File: src/rtl/weight_update_engine.sv
// Output-layer training step: computes one delta per output neuron, then
// read-modify-writes every output weight through a single-port weight memory.
module weight_update_engine #(
   parameter int N_OUT    = 3,
   parameter int N_HID    = 5,
   parameter int W        = 10,
   parameter int FRAC     = 8,
   parameter int LR_SHIFT = 2,
   parameter int AW       = 7,
   parameter int BASE     = 50
) (
   input  logic                    Clock,
   input  logic                    Rst,
   input  logic                    start,
   input  logic [N_OUT*W-1:0]      actual_bus,
   input  logic [N_OUT*W-1:0]      cal_bus,
   input  logic [N_HID*W-1:0]      hid_bus,
   output logic                    busy,
   output logic                    done,
   output logic [N_OUT*W-1:0]      delta_bus,
   output logic [AW-1:0]           mem_addr,
   input  logic signed [W-1:0]     mem_rdata,
   output logic                    mem_we,
   output logic signed [W-1:0]     mem_wdata
);

   // Wide enough that no intermediate product or sum can wrap before saturation.
   localparam int PW = 3*W + 4;
   localparam int JW = $clog2(N_OUT + 1);
   localparam int IW = $clog2(N_HID + 1);
   localparam logic signed [PW-1:0] ONE  = PW'(2**FRAC);
   localparam logic signed [PW-1:0] SMAX = PW'(2**(W-1) - 1);
   localparam logic signed [PW-1:0] SMIN = ~SMAX;

   typedef enum logic [2:0] {IDLE, DELTA, RD, WR, DONE} state_t;

   state_t               state_reg;
   logic [N_OUT*W-1:0]   actual_reg;
   logic [N_OUT*W-1:0]   cal_reg;
   logic [N_HID*W-1:0]   hid_reg;
   logic [JW-1:0]        j_reg;
   logic [IW-1:0]        i_reg;

   logic signed [PW-1:0] act_x, cal_x, err_x, sp_x, delta_x;
   logic signed [PW-1:0] dsel_x, hid_x, dw_x, sum_x;

   function automatic logic signed [W-1:0] sat(input logic signed [PW-1:0] v);
      if (v > SMAX) return SMAX[W-1:0];
      if (v < SMIN) return SMIN[W-1:0];
      return v[W-1:0];
   endfunction

   always_comb begin
      act_x   = signed'(PW'(actual_reg[j_reg*W +: W]));
      cal_x   = signed'(PW'(cal_reg[j_reg*W +: W]));
      err_x   = act_x - cal_x;
      sp_x    = (cal_x * (ONE - cal_x)) >>> FRAC;
      delta_x = (err_x * sp_x) >>> FRAC;
      dsel_x  = PW'(signed'(delta_bus[j_reg*W +: W]));
      hid_x   = signed'(PW'(hid_reg[i_reg*W +: W]));
      dw_x    = (dsel_x * hid_x) >>> (FRAC + LR_SHIFT);
      sum_x   = PW'(mem_rdata) + dw_x;
   end

   // Write data only meaningful while the strobe is up; held at zero otherwise.
   assign mem_wdata = mem_we ? sat(sum_x) : '0;

   always_ff @(posedge Clock or posedge Rst) begin
      if (Rst) begin
         state_reg  <= IDLE;
         actual_reg <= '0;
         cal_reg    <= '0;
         hid_reg    <= '0;
         j_reg      <= '0;
         i_reg      <= '0;
         busy       <= 1'b0;
         done       <= 1'b0;
         mem_we     <= 1'b0;
         mem_addr   <= '0;
         delta_bus  <= '0;
      end else begin
         mem_we <= 1'b0;
         done   <= 1'b0;
         case (state_reg)
            IDLE: begin
               if (start) begin
                  actual_reg <= actual_bus;
                  cal_reg    <= cal_bus;
                  hid_reg    <= hid_bus;
                  j_reg      <= '0;
                  i_reg      <= '0;
                  busy       <= 1'b1;
                  state_reg  <= DELTA;
               end
            end
            DELTA: begin
               delta_bus[j_reg*W +: W] <= sat(delta_x);
               if (j_reg == JW'(N_OUT - 1)) begin
                  j_reg     <= '0;
                  i_reg     <= '0;
                  mem_addr  <= AW'(BASE);
                  state_reg <= RD;
               end else begin
                  j_reg <= j_reg + 1'b1;
               end
            end
            RD: begin
               mem_we    <= 1'b1;
               state_reg <= WR;
            end
            WR: begin
               // Weights of neuron j are contiguous, so the next address is always +1.
               mem_addr <= mem_addr + 1'b1;
               if (i_reg == IW'(N_HID - 1)) begin
                  i_reg <= '0;
                  if (j_reg == JW'(N_OUT - 1)) begin
                     busy      <= 1'b0;
                     done      <= 1'b1;
                     state_reg <= DONE;
                  end else begin
                     j_reg     <= j_reg + 1'b1;
                     state_reg <= RD;
                  end
               end else begin
                  i_reg     <= i_reg + 1'b1;
                  state_reg <= RD;
               end
            end
            DONE: begin
               state_reg <= IDLE;
            end
            default: state_reg <= IDLE;
         endcase
      end
   end

endmodule

File: config.mk
export PLATFORM = sky130hd
export DESIGN_NAME = weight_update_engine
export DESIGN_NICKNAME = d
export VERILOG_FILES = /design/src/rtl/weight_update_engine.sv
export SDC_FILE = /design/constraint.sdc
export NUM_CORES = 1
export LEC_CHECK = 0
export CAP_MARGIN = 25
export CORE_UTILIZATION = 45
export DETAILED_ROUTE_END_ITERATION = 16
export GPL_TIMING_DRIVEN = 0
export PLACE_DENSITY = 0.66
export SLEW_MARGIN = 25
export SYNTH_ARGS = -nofsm -noshare
export SYNTH_HDL_FRONTEND = slang
export SYNTH_SLANG_ARGS = --single-unit
export TNS_END_PERCENT = 1
File: constraint.sdc
create_clock -name Clock -period 13.3 [get_ports Clock]
set_clock_uncertainty 0.1 [all_clocks]
set_input_delay 1.33 -clock Clock [delete_from_list [all_inputs] [get_ports Clock]]
set_output_delay 1.33 -clock Clock [all_outputs]
set_load 0.01 [all_outputs]
Word-level counts from Yosys, hierarchy flattened --
Index checks and enable logic that the tools add are counted.
Cells by class: bitwise gates (word level) 0, eq/ne operators 10, muxes and demuxes 43, $add $sub $neg 7, multiply operators 5, div/mod/pow operators 0, reduce and logical (&&, ||, !) cells 10, shift-type cells 6, magnitude comparators 4
Operators with widths (count):
- $mux W10 | 10
- $shiftx A30 B7 Y10 | 3
- $shiftx A50 B8 Y10 | 1
- $neg A6 Y34 | 1
- $shift A10 B34 Y30 const A | 1
- $shiftx A10 B34 Y30 | 1
- $bwmux W30 | 1
- $mul A11 B14 Y25 | 1
- $mul A11 B11 Y22 | 1
- $mul A10 B11 Y21 | 1
- $mux W3 | 7
- $gt A17 B10 Y1 const B | 1
- $lt A17 B10 Y1 const B | 1
- $mux W1 | 15
- $pmux W7 S2 | 1
- $add A10 B11 Y12 | 1
- $gt A12 B10 Y1 const B | 1
- $lt A12 B10 Y1 const B | 1
- $pmux W3 S4 | 1
- $sub A10 B10 Y11 | 1
- $sub A9 B10 Y11 const A | 1
- $ne A2 B2 Y1 const B | 5
- $pmux W3 S3 | 1
- $mux W2 | 4
- other kinds (18) | 23
Storage, ports and cells: ROM bits 0, latch bits 0, register bits after elaboration 158, output and inout port bits 50, input bits 123, word-level logic and storage cells 96, memories 0, memory bits (writable) 0

Logic depth before layout (Yosys ltp) --
Gate-level depths: netlist of run 1.
depth in word-level cells 15, depth in mapped cells 55, gate-level depth less buffers 50

Worst setup path before layout of run 1 --
OpenSTA, ideal clock, no wires.
kind register -> register, start point register j_reg[1], end point register delta_bus[13], setup slack -0.854 ns, buffers on the path 5, data arrival time 13.928 ns, cell stages (with the launch flop) 53, setup time 0.126 ns, clock period less this slack 14.154 ns, data required time 13.074 ns, cell sequence dfrtp_1 > buf_4 > buf_1 > mux2i_1 > nor2_1 > a21oi_1 > inv_1 > nor4_1 > and3_1 > a21o_1 > ha_1 > buf_1 > nand2b_1 > fa_1 > inv_1 > fa_1 > inv_1 > fa_1 > (+17 left out) > fa_1 > fa_1 > fa_1 > inv_1 > fa_1 > inv_1 > ha_1 > clkbuf_1 > a21o_1 > a21o_1 > or2_1 > a211o_1 > a311o_1 > a2111o_1 > a22oi_2 > o2bb2ai_1 > mux2_2 > a221o_1
Between the ends: cells in the longest elaborated chain, start to end 14, elaborated cells between the ends (all ways) 22, those cells by class 3 x add/sub; 3 x mul; 2 x order compare; 4 x shift; 10 x mux
Ends and longest elaborated chain:
- start, declared | RTL line 41 | logic [JW-1:0] j_reg;
- start signal, assigned | RTL line 104 | j_reg <= j_reg + 1'b1;
- start signal, assigned | RTL line 121 | j_reg <= j_reg + 1'b1;
- $mul A2 B3 Y5 * | RTL line 54, 55, 97
- $shiftx A30 B7 Y10 | RTL line 55 | cal_x = signed'(PW'(cal_reg[j_reg*W +: W]));
- $sub A9 B10 Y11 | RTL line 57 | sp_x = (cal_x * (ONE - cal_x)) >>> FRAC;
- $mul A11 B11 Y22 | RTL line 57
- $mul A11 B14 Y25 | RTL line 58 | delta_x = (err_x * sp_x) >>> FRAC;
- $lt A17 B10 Y1 | RTL line 49 | if (v < SMIN) return SMIN[W-1:0];
- $mux W1 (2 in a row) | RTL line 49
- $mux W1 | RTL line 84 | case (state_reg)
- $mux W10 | RTL line 50 | return v[W-1:0];
- $mux W10 | RTL line 49
- $mux W10 | RTL line 84
- $shiftx A10 B34 Y30 | RTL line 97 | delta_bus[j_reg*W +: W] <= sat(delta_x);
- $bwmux W30 * | RTL line 97
- end signal, assigned by index | RTL line 97
- end, declared | RTL line 20 | output logic [N_OUT*W-1:0] delta_bus,
Mark *: on every way between the ends. The rest lies on a longest branch, timed or not. The select of a mux whose other input is x is not followed. A chain may end at the register's enable or synchronous reset.

Worst setup path after layout of run 1 --
start point register j_reg[1], end point register delta_bus[10]
The elaborated chain is that of the path after synthesis.

==> flow_results.xml, run 1 <==
<?xml version="1.0" encoding="UTF-8"?>
<metrics>
  <group name="synthesis">
    <metric name="yosysTopAreaCellShare" unit="%">24.3</metric>
    <metric name="synth-edff-count" unit="">0</metric>
    <metric name="synth_cells" unit="">2345</metric>
    <metric name="synthesis.area_per_instance" unit="sq um">9.25</metric>
    <metric name="synth_top_area_cell" unit="">sky130_fd_sc_hd__fa_1</metric>
    <metric name="ys.flop_type" unit="">sky130_fd_sc_hd__dfrtp_1</metric>
    <metric name="synth_warnings" unit="">0</metric>
    <metric name="synth.cell_area" unit="sq mm">0.0217</metric>
    <metric name="most_frequently_used_cell_type_in_the_post_synthesis_netlist" unit="">sky130_fd_sc_hd__inv_1</metric>
    <metric name="post_synth_net_total" unit="">2966</metric>
    <metric name="number_of_register_bits_inferred_by_synthesis" unit="">158</metric>
    <metric name="seq_area_frac_synth" unit="%">18.2</metric>
    <metric name="synth.top_cells.by_area" unit="">sky130_fd_sc_hd__fa_1 (24%), sky130_fd_sc_hd__dfrtp_1 (18%), sky130_fd_sc_hd__ha_1 (14%)</metric>
    <metric name="ys_top_cells_by_count" unit="">sky130_fd_sc_hd__inv_1 (373), sky130_fd_sc_hd__nor2_1 (267), sky130_fd_sc_hd__fa_1 (263), sky130_fd_sc_hd__ha_1 (235), sky130_fd_sc_hd__nand2_1 (185)</metric>
    <metric name="synth_async_sr_flop_share" unit="%">100</metric>
    <metric name="post_synth_num_cell_types" unit="">88</metric>
  </group>
  <group name="floorplan">
    <metric name="floorplan.core_area" unit="sq mm">0.0476</metric>
    <metric name="placement_rows" unit="">80</metric>
    <metric name="floorplan.die.height" unit="um">222</metric>
    <metric name="io-pin-count" unit="">173</metric>
    <metric name="initial_utilization" unit="%">45.5</metric>
    <metric name="die_area" unit="sq mm">0.0491</metric>
    <metric name="dieWidth" unit="um">222</metric>
  </group>
  <group name="cts">
    <metric name="root_driver" unit="">sky130_fd_sc_hd__clkbuf_16</metric>
    <metric name="clock_sinks" unit="">158</metric>
    <metric name="clk_pin_slew" unit="ps">70</metric>
    <metric name="tritoncts" unit="">built</metric>
    <metric name="ctsHtreeMaxLevel" unit="">4</metric>
    <metric name="cts_inserted_buffers" unit="">17</metric>
    <metric name="clock_latency_at_the_later_pin_of_the_worst_skew_pair" unit="ps">440</metric>
    <metric name="ctsHoldBuffers" unit="">0</metric>
    <metric name="ctsLongestPathBuffers" unit="">2</metric>
  </group>
  <group name="sta">
    <metric name="maxSlewHeadroom" unit="%">28.6</metric>
    <metric name="rsz0062_at_grt" unit="">yes</metric>
    <metric name="final_period_minus_worst_setup_slack" unit="ps">13110</metric>
    <metric name="finalHoldViolCount" unit="">0</metric>
    <metric name="timing.fmax" unit="MHz">76.3</metric>
    <metric name="final-max-slew-violation-count" unit="">0</metric>
    <metric name="measured_slew_at_the_worst_slew_check_pin" unit="ps">1060</metric>
    <metric name="report.final.setup_viol" unit="">0</metric>
    <metric name="holdWs" unit="ps">405</metric>
    <metric name="min_period_over_period" unit="%">98.6</metric>
  </group>
  <group name="final_layout">
    <metric name="share_of_post_route_cells_with_drive_strength_above_1" unit="%">15.7</metric>
    <metric name="fillCellCount" unit="">4215</metric>
    <metric name="nNetsFinal" unit="">3223</metric>
    <metric name="finalNonFillerCells" unit="">3232</metric>
    <metric name="layout-area-overhead-vs-synth" unit="%">22.2</metric>
    <metric name="final_core_util" unit="%">55.7</metric>
    <metric name="final_area" unit="sq mm">0.0265</metric>
    <metric name="max_reg_flops" unit="">50</metric>
  </group>
  <group name="critical_path">
    <metric name="worstPathRequired" unit="ps">13530</metric>
    <metric name="cp-startpoint" unit="">j_reg[1]</metric>
    <metric name="critical-path-top-cell-by-count" unit="">sky130_fd_sc_hd__fa_1</metric>
    <metric name="crit_path_max_fanout" unit="">10</metric>
    <metric name="crit_path_max_incr_delay" unit="ps">620</metric>
    <metric name="worstSetupEndpointType" unit="">flop</metric>
    <metric name="timing.critical_path.arrival" unit="ps">13330</metric>
    <metric name="rr_startpoint" unit="">j_reg[1]</metric>
    <metric name="start_kind" unit="">flop</metric>
    <metric name="r2r_slack" unit="ps">190</metric>
    <metric name="worstRegToRegCells" unit="">46</metric>
    <metric name="critical_path_class" unit="">reg -&gt; reg</metric>
    <metric name="r2r-end" unit="">delta_bus[10]</metric>
    <metric name="slowest_stage" unit="">sky130_fd_sc_hd__fa_2</metric>
  </group>
  <group name="global_routing">
    <metric name="antenna_violations_before_repair" unit="">4</metric>
    <metric name="grt_first_pass_wirelength" unit="um">102000</metric>
    <metric name="globalRoute.totalOverflow" unit="">0</metric>
    <metric name="globalRouteTotalUtil" unit="%">26.4</metric>
    <metric name="pin_count_of_the_biggest_net_entering_global_routing" unit="">90</metric>
    <metric name="grt_pass1_vias" unit="">18600</metric>
  </group>
  <group name="drt">
    <metric name="routed-via-count" unit="">18100</metric>
    <metric name="routed_wl" unit="um">64400</metric>
    <metric name="via_per_inst" unit="">5.59</metric>
    <metric name="drt-wirelength-per-cell" unit="um">19.9</metric>
    <metric name="post-route-drc-count" unit="">0</metric>
    <metric name="drt-pass1-iter-count" unit="">5</metric>
    <metric name="postRouteAntennaNets" unit="">0</metric>
    <metric name="drtIter0Drc" unit="">1357</metric>
  </group>
  <group name="worst_hold_path">
    <metric name="hold_start" unit="">busy</metric>
    <metric name="whs_path_depth" unit="">2</metric>
    <metric name="min_to" unit="">busy</metric>
    <metric name="hp-class" unit="">reg -&gt; reg</metric>
  </group>
  <group name="run">
    <metric name="max-cap-violations" unit="">0</metric>
  </group>
  <group name="placed_design">
    <metric name="portBuffers" unit="">172</metric>
    <metric name="gp_congestion" unit="">0.916</metric>
    <metric name="post-dp-hpwl" unit="um">51300</metric>
    <metric name="total_instance_count_after_detailed_placement" unit="">3134</metric>
    <metric name="placed_cell_area" unit="sq mm">0.0243</metric>
  </group>
  <group name="run_status">
    <metric name="outcome" unit="">completed</metric>
  </group>
</metrics>
==> worst max-delay path: cells and delay by family, from the launching register on <==
kind	cells	cell delay [ps]
XOR/XNOR	1	180
buffers and inverters	13	1870
flip-flops	1	410
AND/OR/NAND/NOR	8	1680
AO/OA/AOI/OAI	11	2790
adder cells (fa/ha/maj)	13	5930
==> cells by family (layout without fill, tap and decap cells) <==
logic type / Yosys count / after routing / synth area share, %
and+or+nand+nor: 649 / 649 / 13.4
DFF: 158 / 158 / 18.2
AOI/OAI and AO/OA: 337 / 337 / 10.8
buffers and inverters: 454 / 724 / 7.94
xor gates and xnor gates: 81 / 81 / 3.27
muxes: 168 / 168 / 8.57
other: 0 / 2 / 0
adders and majority gates: 498 / 498 / 37.8
==> through the flow <==
stage	worst slack, ps	TNS (ps)
after CTS	15.0	0
after detailed placement	-2270	-63490
after global routing	-210	-2830
after global placement	-2150	-59350
final	192	0
after floorplan	5.68	0
==> how the worst max path moves through the flow <==
| stage | end | slack (ps) | cells past startpoint |
|---|---|---|---|
| global route | delta_bus[10] | -210 | 51 |
| finish | delta_bus[10] | 190 | 46 |
| detailed placement | delta_bus[0] | -2270 | 50 |
| CTS | delta_bus[16] | 20 | 50 |
| global placement | delta_bus[0] | -2150 | 50 |
| floorplan | delta_bus[13] | 6 | 52 |
==> layout by cell type, fill, tap and decap left out, types with 15 or more instances in the layout <==
master,count
sky130_fd_sc_hd__a21o_1,34
sky130_fd_sc_hd__a21oi_1,52
sky130_fd_sc_hd__a22o_1,15
sky130_fd_sc_hd__and2_1,19
sky130_fd_sc_hd__buf_4,66
sky130_fd_sc_hd__clkbuf_1,48
sky130_fd_sc_hd__clkbuf_16,17
sky130_fd_sc_hd__clkdlybuf4s50_1,172
sky130_fd_sc_hd__dfrtp_1,158
sky130_fd_sc_hd__fa_1,261
sky130_fd_sc_hd__ha_1,210
sky130_fd_sc_hd__ha_4,18
sky130_fd_sc_hd__inv_1,368
sky130_fd_sc_hd__mux2_2,118
sky130_fd_sc_hd__mux2i_1,45
sky130_fd_sc_hd__nand2_1,178
sky130_fd_sc_hd__nand2b_1,41
sky130_fd_sc_hd__nand3_1,21
sky130_fd_sc_hd__nor2_1,258
sky130_fd_sc_hd__nor2b_1,18
sky130_fd_sc_hd__nor3_1,26
sky130_fd_sc_hd__o21a_1,23
sky130_fd_sc_hd__o21ai_0,53
sky130_fd_sc_hd__xnor2_1,42
sky130_fd_sc_hd__xor2_1,17
==> routing by layer <==
metal / part of all wire (%) / routed length (um) / track usage, %
met1: 43 / 28000 / 36.4
met5: 0.020 / 13 / 0
met2: 49 / 31400 / 43.6
met4: 2.3 / 1510 / 7.55
met3: 5.6 / 3590 / 3.15
==> cell type report <==
| type | instances | area, sq um | area share, % |
|---|---|---|---|
| plain buffers | 66 | 335 | 1.26 |
| well taps | 615 | 769 | 2.90 |
| repair buffers | 247 | 2350 | 8.84 |
| flip-flops and latches | 158 | 3950 | 14.9 |
| inverters | 379 | 1430 | 5.41 |
| multi-input cells | 1733 | 17100 | 64.4 |
| clock buffers | 18 | 439 | 1.66 |
| diodes | 2 | 5.00 | 0.0189 |
| clock inverters | 14 | 166 | 0.627 |
==> what timing repair did <==
item / in CTS / in global routing
resized for setup: 99 / 107
pin swaps: 26 / 74
setup buffers: 46 / 27
endpoints found under the setup margin: 30 / 30
gates cloned: 0 / 0
Power of run 1 is left out: the tool's default activity adds up to more than one toggle a clock period on the data nets, which glitch-free logic cannot reach.
==> run 2, diff against run 1 <==
- CORE_MARGIN: not set -> 2
==> flow_results.xml, run 2 (synthesis gave the netlist of run 1 again) <==
<?xml version="1.0" encoding="UTF-8"?>
<metrics>
  <group name="critical_path">
    <metric name="crit_path_max_incr_delay" unit="ps">580</metric>
    <metric name="cpLargestDelayFamily" unit="">adder cells</metric>
    <metric name="rr_startpoint" unit="">j_reg[1]</metric>
    <metric name="crit_path_max_fanout" unit="">6</metric>
    <metric name="slowest_stage" unit="">sky130_fd_sc_hd__fa_1</metric>
    <metric name="worstRegToRegCells" unit="">52</metric>
    <metric name="worstPathRequired" unit="ps">13560</metric>
    <metric name="worstSetupPathDepth" unit="">52</metric>
    <metric name="cp-startpoint" unit="">j_reg[1]</metric>
    <metric name="timing.critical_path.arrival" unit="ps">13370</metric>
    <metric name="worstSetupEndpointType" unit="">flop</metric>
    <metric name="worst-path-buf-inv" unit="">12</metric>
    <metric name="critical_path_class" unit="">reg -&gt; reg</metric>
    <metric name="critical-path-top-cell-by-count" unit="">sky130_fd_sc_hd__fa_1</metric>
    <metric name="start_kind" unit="">flop</metric>
  </group>
  <group name="drt">
    <metric name="postRouteAntennaNets" unit="">0</metric>
    <metric name="routed_wl" unit="um">64900</metric>
    <metric name="via_per_inst" unit="">5.51</metric>
    <metric name="drtIter0Drc" unit="">1426</metric>
    <metric name="routed-via-count" unit="">17900</metric>
    <metric name="post-route-drc-count" unit="">0</metric>
    <metric name="drt-wirelength-per-cell" unit="um">20.0</metric>
    <metric name="drt-pass1-iter-count" unit="">5</metric>
  </group>
  <group name="run_status">
    <metric name="outcome" unit="">completed</metric>
  </group>
  <group name="final_layout">
    <metric name="multi_input_comb_area" unit="sq mm">0.0173</metric>
    <metric name="nNetsFinal" unit="">3239</metric>
    <metric name="sequential_cell_area" unit="sq mm">0.00395</metric>
    <metric name="layout-area-overhead-vs-synth" unit="%">23.9</metric>
    <metric name="layout.cells.most_common" unit="">sky130_fd_sc_hd__inv_1</metric>
    <metric name="final_area" unit="sq mm">0.0269</metric>
    <metric name="share_of_post_route_cells_with_drive_strength_above_1" unit="%">17.5</metric>
    <metric name="max_reg_flops" unit="">50</metric>
    <metric name="fillCellCount" unit="">4168</metric>
    <metric name="final_cell_mix" unit="">sky130_fd_sc_hd__inv_1 (356), sky130_fd_sc_hd__nor2_1 (254), sky130_fd_sc_hd__fa_1 (254), sky130_fd_sc_hd__ha_1 (202), sky130_fd_sc_hd__nand2_1 (177)</metric>
    <metric name="finalNonFillerCells" unit="">3248</metric>
  </group>
  <group name="cts">
    <metric name="ctsHoldBuffers" unit="">0</metric>
    <metric name="tritoncts" unit="">built</metric>
    <metric name="cts_inserted_buffers" unit="">17</metric>
    <metric name="ctsHtreeMaxLevel" unit="">4</metric>
    <metric name="clock_latency_at_the_later_pin_of_the_worst_skew_pair" unit="ps">460</metric>
    <metric name="clock_sinks" unit="">158</metric>
    <metric name="clk_pin_slew" unit="ps">70</metric>
    <metric name="ctsLongestPathBuffers" unit="">2</metric>
    <metric name="root_driver" unit="">sky130_fd_sc_hd__clkbuf_16</metric>
  </group>
  <group name="sta">
    <metric name="rsz0062_at_grt" unit="">yes</metric>
    <metric name="report.final.setup_viol" unit="">0</metric>
    <metric name="final-max-slew-violation-count" unit="">0</metric>
    <metric name="min_period_over_period" unit="%">98.5</metric>
    <metric name="measured_slew_at_the_worst_slew_check_pin" unit="ps">1100</metric>
    <metric name="timing.fmax" unit="MHz">76.3</metric>
    <metric name="finalHoldViolCount" unit="">0</metric>
    <metric name="timing.setup.tns" unit="ps">0</metric>
    <metric name="final_period_minus_worst_setup_slack" unit="ps">13110</metric>
    <metric name="maxSlewHeadroom" unit="%">26.0</metric>
  </group>
  <group name="floorplan">
    <metric name="placement_rows" unit="">80</metric>
    <metric name="floorplan.die.height" unit="um">224</metric>
    <metric name="dieWidth" unit="um">224</metric>
    <metric name="io-pin-count" unit="">173</metric>
    <metric name="floorplan.core_area" unit="sq mm">0.0476</metric>
    <metric name="initial_utilization" unit="%">45.5</metric>
    <metric name="die_area" unit="sq mm">0.0500</metric>
  </group>
  <group name="global_routing">
    <metric name="pin_count_of_the_biggest_net_entering_global_routing" unit="">95</metric>
    <metric name="antenna_violations_before_repair" unit="">3</metric>
    <metric name="grt_pass1_vias" unit="">18600</metric>
    <metric name="globalRoute.totalOverflow" unit="">0</metric>
    <metric name="globalRouteTotalUtil" unit="%">26.4</metric>
    <metric name="grt_first_pass_wirelength" unit="um">103000</metric>
  </group>
  <group name="placed_design">
    <metric name="total_instance_count_after_detailed_placement" unit="">3134</metric>
    <metric name="gp_congestion" unit="">0.900</metric>
    <metric name="portBuffers" unit="">172</metric>
    <metric name="post-dp-hpwl" unit="um">51800</metric>
    <metric name="placed_cell_area" unit="sq mm">0.0243</metric>
  </group>
  <group name="worst_hold_path">
    <metric name="hold_start" unit="">actual_reg[9]</metric>
    <metric name="whs_path_depth" unit="">1</metric>
    <metric name="hp-class" unit="">reg -&gt; reg</metric>
  </group>
  <group name="run">
    <metric name="max-cap-violations" unit="">0</metric>
  </group>
</metrics>
[run 2: cell types whose count changed in the layout (fill, tap and decap cells not counted), sizes merged]
| cell | change |
|---|---|
| inv | -4 |
| clkbuf | -1 |
| bufinv | +2 |
| clkinvlp | +1 |
| buf | +18 |
[run 2: routing by layer]
metal	up-vias	routed length, um	track usage, %	part of all wire [%]
li1	8235	-	-	-
met1	9012	28700	36.6	44
met2	540	31000	43.7	48
met3	106	3540	3.37	5.5
met4	0	1680	7.08	2.6
met5	-	0	0	0
[run 2: timing repair]
item                       in CTS  in global routing
resized for setup             101                163
setup endpoints to repair      30                 30
pin swaps                      28                108
buffers inserted               44                 45
[run 2: worst reg2reg max path, delay by kind of cell (launching register included)]
| family | cells | cell delay [ps] |
|---|---|---|
| XOR/XNOR | 1 | 150 |
| AO/OA/AOI/OAI | 15 | 3120 |
| AND/OR/NAND/NOR | 10 | 2240 |
| buffers and inverters | 12 | 1130 |
| adder cells (fa/ha/maj) | 13 | 5680 |
| multiplexers | 1 | 180 |
| flip-flops | 1 | 410 |
[run 2: final cells by class]
cell class,instances,share of cell area (%)
diodes,2,0.0186
plain buffers,66,1.25
clock buffers,19,1.68
clock inverters,13,0.572
inverters,379,5.33
multi-input cells,1733,64.2
flip-flops and latches,158,14.7
well taps,615,2.86
repair buffers,263,9.34
[run 2: path summary, 6_finish.rpt]
kind,end,slack (ps)
max,delta_bus[3],190
min,actual_reg[9],400
max reg2reg,delta_bus[3],190
min reg2reg,actual_reg[9],400
max in group asynchronous,cal_reg[9],11000
min in group asynchronous,delta_bus[7],1310
[run 2: stage by stage]
| step | hold slack (ps) | setup slack (ps) | utilization, % |
|---|---|---|---|
| after global placement | 385 | -2190 | 50.9 |
| after global routing | 419 | -110 | 56.4 |
| after floorplan | 375 | 5.68 | - |
| after detailed placement | 393 | -2250 | 51.0 |
| final | 404 | 193 | 56.4 |
| after CTS | 409 | 0.801 | 54.1 |
Power of run 2 is left out for the same reason.
